**src/rtl/serial_subtractor.sv**
```systemverilog
// serial_subtractor: WIDTH-bit unsigned subtractor (Y = A - B) that handles
// STEP bits per clock, LSB first, with a registered borrow between chunks.
// Start/busy/done handshake; en=0 stalls every piece of state.
// Optional feature macro: SERIAL_SUB_BORROW_IN_EN adds a borrow-in port 'bin'
// that seeds the internal borrow, giving Y = A - B - bin.
module serial_subtractor #(
  parameter int WIDTH = 8,
  parameter int STEP  = 1
) (
  input  logic             clk,
  input  logic             rst,
  input  logic             en,
  input  logic             start,
  input  logic [WIDTH-1:0] A,
  input  logic [WIDTH-1:0] B,
`ifdef SERIAL_SUB_BORROW_IN_EN
  input  logic             bin,
`endif
  output logic [WIDTH-1:0] Y,
  output logic             borrow,
  output logic             busy,
  output logic             done
);

  localparam int N     = WIDTH / STEP;
  localparam int CNT_W = (N > 1) ? $clog2(N) : 1;
  localparam logic [CNT_W-1:0] LAST_CNT = CNT_W'(N - 1);

  typedef enum logic {IDLE = 1'b0, RUN = 1'b1} state_t;

  // One full-subtractor cell; returns {borrow_out, difference}.
  function automatic logic [1:0] full_sub(input logic a, input logic b, input logic bi);
    logic d;
    logic bo;
    d  = a ^ b ^ bi;
    bo = (~a & b) | (~(a ^ b) & bi);
    return {bo, d};
  endfunction

  state_t            state_q, state_d;
  logic [WIDTH-1:0]  a_q, a_d;
  logic [WIDTH-1:0]  b_q, b_d;
  logic [WIDTH-1:0]  r_q, r_d;
  logic              brw_q, brw_d;
  logic [CNT_W-1:0]  cnt_q, cnt_d;
  logic [WIDTH-1:0]  y_q, y_d;
  logic              borrow_q, borrow_d;
  logic              busy_q, busy_d;
  logic              done_q, done_d;

  logic [STEP-1:0]       chunk_diff_s;
  logic [STEP:0]         chain_s;
  logic [WIDTH+STEP-1:0] a_ext_s;
  logic [WIDTH+STEP-1:0] b_ext_s;
  logic [WIDTH+STEP-1:0] r_ext_s;
  logic [WIDTH-1:0]      a_shift_s;
  logic [WIDTH-1:0]      b_shift_s;
  logic [WIDTH-1:0]      r_shift_s;
  logic                  bin_init_s;

`ifdef SERIAL_SUB_BORROW_IN_EN
  assign bin_init_s = bin;
`else
  assign bin_init_s = 1'b0;
`endif

  // Ripple STEP full-subtractor cells over the current low chunk of the operands.
  always_comb begin
    chunk_diff_s = '0;
    chain_s      = '0;
    chain_s[0]   = brw_q;
    for (int i = 0; i < STEP; i++) begin
      {chain_s[i+1], chunk_diff_s[i]} = full_sub(a_q[i], b_q[i], chain_s[i]);
    end
  end

  // Operands shift right by one chunk; the new difference chunk enters at the top
  // of the result, so after N chunks the result is in natural bit order.
  always_comb begin
    a_ext_s   = {{STEP{1'b0}}, a_q};
    b_ext_s   = {{STEP{1'b0}}, b_q};
    r_ext_s   = {chunk_diff_s, r_q};
    a_shift_s = a_ext_s[WIDTH+STEP-1:STEP];
    b_shift_s = b_ext_s[WIDTH+STEP-1:STEP];
    r_shift_s = r_ext_s[WIDTH+STEP-1:STEP];
  end

  // Next-state and datapath update: load on accepted start, one chunk per enabled RUN edge.
  always_comb begin
    state_d  = state_q;
    a_d      = a_q;
    b_d      = b_q;
    r_d      = r_q;
    brw_d    = brw_q;
    cnt_d    = cnt_q;
    y_d      = y_q;
    borrow_d = borrow_q;
    busy_d   = busy_q;
    done_d   = 1'b0;
    case (state_q)
      IDLE: begin
        if (en && start) begin
          state_d = RUN;
          a_d     = A;
          b_d     = B;
          r_d     = '0;
          brw_d   = bin_init_s;
          cnt_d   = '0;
          busy_d  = 1'b1;
        end else begin
          busy_d  = 1'b0;
        end
      end
      RUN: begin
        if (en) begin
          a_d   = a_shift_s;
          b_d   = b_shift_s;
          r_d   = r_shift_s;
          brw_d = chain_s[STEP];
          if (cnt_q == LAST_CNT) begin
            state_d  = IDLE;
            y_d      = r_shift_s;
            borrow_d = chain_s[STEP];
            done_d   = 1'b1;
            busy_d   = 1'b0;
            cnt_d    = '0;
          end else begin
            cnt_d    = cnt_q + CNT_W'(1);
          end
        end else begin
          busy_d = 1'b1;
        end
      end
      default: begin
        state_d = IDLE;
        busy_d  = 1'b0;
      end
    endcase
  end

  // State and datapath registers with synchronous active-high reset.
  always_ff @(posedge clk) begin
    if (rst) begin
      state_q  <= IDLE;
      a_q      <= '0;
      b_q      <= '0;
      r_q      <= '0;
      brw_q    <= 1'b0;
      cnt_q    <= '0;
      y_q      <= '0;
      borrow_q <= 1'b0;
      busy_q   <= 1'b0;
      done_q   <= 1'b0;
    end else begin
      state_q  <= state_d;
      a_q      <= a_d;
      b_q      <= b_d;
      r_q      <= r_d;
      brw_q    <= brw_d;
      cnt_q    <= cnt_d;
      y_q      <= y_d;
      borrow_q <= borrow_d;
      busy_q   <= busy_d;
      done_q   <= done_d;
    end
  end

  assign Y      = y_q;
  assign borrow = borrow_q;
  assign busy   = busy_q;
  assign done   = done_q;

endmodule
```
**config.mk**
```make
export PLATFORM = sky130hd
export DESIGN_NAME = serial_subtractor
export DESIGN_NICKNAME = d
export VERILOG_FILES = /design/src/rtl/serial_subtractor.sv
export SDC_FILE = /design/constraint.sdc
export NUM_CORES = 1
export LEC_CHECK = 0
export ABC_AREA = 1
export CAP_MARGIN = 10
export CELL_PAD_IN_SITES_DETAIL_PLACEMENT = 1
export CELL_PAD_IN_SITES_GLOBAL_PLACEMENT = 1
export CORE_ASPECT_RATIO = 0.5
export CORE_MARGIN = 4
export CORE_UTILIZATION = 40
export CTS_CLUSTER_DIAMETER = 200
export DETAILED_ROUTE_END_ITERATION = 8
export PLACE_DENSITY = 0.95
export SYNTH_ARGS = -nofsm -noshare
export SYNTH_HDL_FRONTEND = slang
export SYNTH_SLANG_ARGS = --single-unit
```
**constraint.sdc**
```tcl
create_clock -name clk -period 2.66 [get_ports clk]
set_clock_uncertainty 0.05 [all_clocks]
set_input_delay 0.266 -clock clk [delete_from_list [all_inputs] [get_ports clk]]
set_output_delay 0.266 -clock clk [all_outputs]
set_load 0.02 [all_outputs]
```
Word-level counts from Yosys, hierarchy flattened
Index checks and enable logic that the tools add are counted.
{"block": "op_classes", "n_bitwise": 9, "n_reduce_logical": 4, "n_mux": 24, "eq_ne": 4, "n_addsub": 1}
{"op": "two-way mux 8 bit", "n": 6}
{"op": "case mux 8 bit (2 select lines)", "n": 3}
{"op": "two-way mux 3 bit", "n": 3}
{"op": "two-way mux 1 bit", "n": 8}
{"op": "case mux 1 bit (2 select lines)", "n": 3}
{"op": "case mux 3 bit (2 select lines)", "n": 1}
{"op": "inequality test 2 bit, second input constant", "n": 2}
{"op": "NOT 1 bit", "n": 4}
{"op": "adder 3 x 1 -> 3 bit, second input constant", "n": 1}
{"op": "== test 3 bit, second input constant", "n": 1}
{"op": "inequality test 3 x 2 -> 1 bit, second input constant", "n": 1}
{"op": "AND reduction 3 bit", "n": 1}
{"op": "OR reduction 3 bit", "n": 1}
{"op": "bitwise AND 1 bit", "n": 2}
{"op": "AND reduction 2 bit", "n": 1}
{"op": "bitwise XOR 1 bit", "n": 2}
{"op": "logical AND 1 bit", "n": 1}
{"op": "OR 1 bit", "n": 1}
{"block": "totals", "reg_bits": 40, "word_cells": 52, "out_inout_bits": 11}

Longest topological paths before layout
{"block": "logic_depth", "depth_word": 6, "ltp_mapped": 7, "ltp_nobuf": 7}

Least setup slack after synthesis
No wires, ideal clock.
{"block": "synth_path", "path_kind": "reg2reg", "start": "register cnt_q[0]", "end": "register state_q", "path_slack_ns": 1.439, "arrival_time_ns": 1.091, "stages_incl_launch_ff": 7, "setup_ns": 0.080, "period_less_slack_ns": 1.221, "required_time_ns": 2.530, "n_path_buf": 1, "path_cell_list": "dfxtp_1 > ha_1 > ha_1 > inv_1 > nor2_1 > buf_2 > nor3b_1"}
{"block": "synth_between", "elab_chain_len": 4}
{"item": "start: declaration", "line": "45", "rtl": "logic [CNT_W-1:0] cnt_q, cnt_d;"}
{"item": "start signal: assignment", "line": "160", "rtl": "cnt_q <= cnt_d;"}
{"item": "== test 3 bit", "line": "120", "rtl": "if (cnt_q == LAST_CNT) begin"}
{"item": "two-way mux 1 bit", "line": "120"}
{"item": "two-way mux 1 bit", "line": "115", "rtl": "if (en) begin"}
{"item": "case mux 1 bit (2 select lines)", "line": "100", "rtl": "case (state_q)"}
{"item": "end signal: assignment", "line": "155", "rtl": "state_q <= state_d;"}
{"item": "end: declaration", "line": "40", "rtl": "state_t state_q, state_d;"}
No other way between the ends.
A chain may end at the register's enable or synchronous reset.

Worst setup path in the final report
{"block": "layout_path", "start": "input port en", "end": "register y_q[7] (netlist: Y[7])"}
{"block": "layout_between", "elab_chain_len": 1}
{"item": "start: declaration", "line": "12", "rtl": "input logic en,"}
{"item": "AND reduction 3 bit (no source line)"}
{"item": "end signal: assignment", "line": "161", "rtl": "y_q <= y_d;"}
{"item": "end: declaration", "line": "46", "rtl": "logic [WIDTH-1:0] y_q, y_d;"}
No other way between the ends.

==> metrics.txt <==
Min Clock Period, post-route 1730 ps; post-synth top area share 44.8%; fin area 0.00213 sq mm; status completed; crit path DAT 1860 ps; Yosys reg bits 39; Worst Hold Launch Y[4]; Synth area leaders dfxtp_1, nand2_1, nand3_1; DP Area 0.00205 sq mm; via count 1642; DIE HEIGHT 54.7 um; Initial DRC Count 24; share of layout cells above drive strength 1 6.67%; post-synthesis cell count 242; number of placement rows 16; CP max stage cell clkdlybuf4s50_1; CP startpoint en; CTS tree done; Setup WS post-layout 926 ps; Reg2Reg Launch Point cnt_q[0]; critical path type primary input to flip-flop; All-Layer GR Usage 19.5%; largest net degree at the start of global routing 33; worst hold endpoint Y[4]; Pre-antenna DRT Iters 4; setup TNS 0 ps; syn nets 265; initial antenna violation count 0; RSZ-0062 raised after global routing false; clock root cell clkbuf_8; worst hold slack 422 ps; H-tree Lvls 2; clock slew at reported path FFs 80 ps; gpl congestion 0.728; Resize count post-CTS 0; Worst Max-Slew Pin Slew 350 ps; I/O Pins 31; CP Cell Sequence clkdlybuf4s50_1, nand2_2, nor2_1, buf_4, inv_2, nand3_1, nand2_1; gr ovfl total 0; Max Clk Rate 577 MHz; first-pass GRT wire length 8150 um; CP startpoint kind primary input; FF-to-FF End Y[7]; post-route clock period utilization 65.2%; Core Area 0.00404 sq mm; post-synth top area cell dfxtp_1; Clk Latency, worst-skew pair 290 ps; fin nets 292; slew margin rel. 76.6%; Largest stage delay, worst path 580 ps; max cap viols 0; CTS Buffer Depth 2; LEAKAGE 0.000954 uW; Main synth FF type dfxtp_1; drt drc 0; post-CTS setup buffers 0; flop2flop setup slack 1080 ps; die area 0.00554 sq mm; cts hold-fix bufs 0; WL/cell 15.4 um; Vias/cell 5.07; Synth cell types 17; CTS sink cnt 39; total wire length 5000 um; Final Hold Viols 0; Register-to-Register Path Depth 8; Starting Density 43.1%; final setup fails 0; post-route ant nets 0; Pwr per Cell Area 551 mW/mm^2; Worst VDD drop 0.247 mV; asr flop ratio synth 0%; # diodes 0; most frequent cell after synthesis nand2_1; P&R area growth vs syn 22.4%; DP HPWL 3350 um; number of flops mapped to enable cells by yosys 0; Crit. End Element flip-flop; Hold Path Depth 2; DP Worst Slack 650 ps; # port buffers 30; Max Slew Vio Count 0; register area share after synthesis 44.8%; min-delay worst type flip-flop to flip-flop; synth warn 0; vias in the first global route 1782; CP required 2790 ps; DIE WIDTH 101 um; Post-synth top cells nand2_1, dfxtp_1, nand3_1, nor2_1, a21oi_1; CP Max Fanout 18; syn_area_per_cell 7.20 sq um; mapped cell area 0.00174 sq mm; Num CTS Buffers 5
[layout by cell type (no fill, tap or decap)]
cell              n
clkbuf_1          2
nor3b_1           1
clkinv_2          1
nand4_1           3
nand2_2           2
inv_2             4
clkdlybuf4s50_1  30
nor2_1           31
nand3b_1         13
dfxtp_1          39
nand2_1          80
fa_1              1
nand3_1          31
clkbuf_8          5
a21oi_1          14
ha_1              2
inv_1             5
buf_4             6
[sequential cells by signal (all words and copies together), names as in the netlist]
signal and flops:
Y 8, a_q 8, b_q 8, borrow 1, brw_q 1, busy 1
cnt_q 3, done 1, r_q 7, state_q 1
[per-layer routing]
metal / vias to the layer above / track usage (%) / wire, um
met5: - / 0 / 0
met1: 795 / 19.9 / 2130
met4: 0 / 9.49 / 76
li1: 824 / - / -
met3: 6 / 4.33 / 126
met2: 17 / 39.1 / 2660
[power breakdown]
part	internal, uW	switching, uW	leakage [uW]
clock	184	208	0.0000422
combinational	69.4	92.8	0.000593
sequential	607	12.6	0.000318
[cell families after synthesis]
group / share of synthesized area, %
flops: 44.8
fa+ha+maj: 2.59
simple gates: 40.7
compound gates: 4.02
buf+inv: 7.90
[worst max path at each step]
stage,end,cells after the start
5_1_grt,Y[7],7
3_5_place_dp,Y[7],7
2_1_floorplan,state_q,6
6_report,Y[7],7
3_3_place_gp,Y[0],7
4_1_cts,Y[7],7
[through the flow]
stage	utilization, %	power (uW)	instances
2_1_floorplan	-	737	242
3_3_place_gp	50.7	784	316
3_5_place_dp	50.7	793	316
4_1_cts	52.7	1180	324
5_1_grt	52.7	1230	324
6_report	52.7	1170	324
[worst max-delay path, delay by kind of cell]
kind | cells | cell delay [ps]
buf+inv | 3 | 910
simple gates | 4 | 680
[layout make-up]
type	instances	area, sq um
Multi-Input combinational cell	178	823
Timing Repair Buffer	36	345
Tap cell	54	67.6
Inverter	9	33.8
Sequential cell	39	781
Fill cell	520	1910
Clock inverter	1	5.00
Clock buffer	7	76.3
Note: power is estimated with default switching activity, not from simulation.
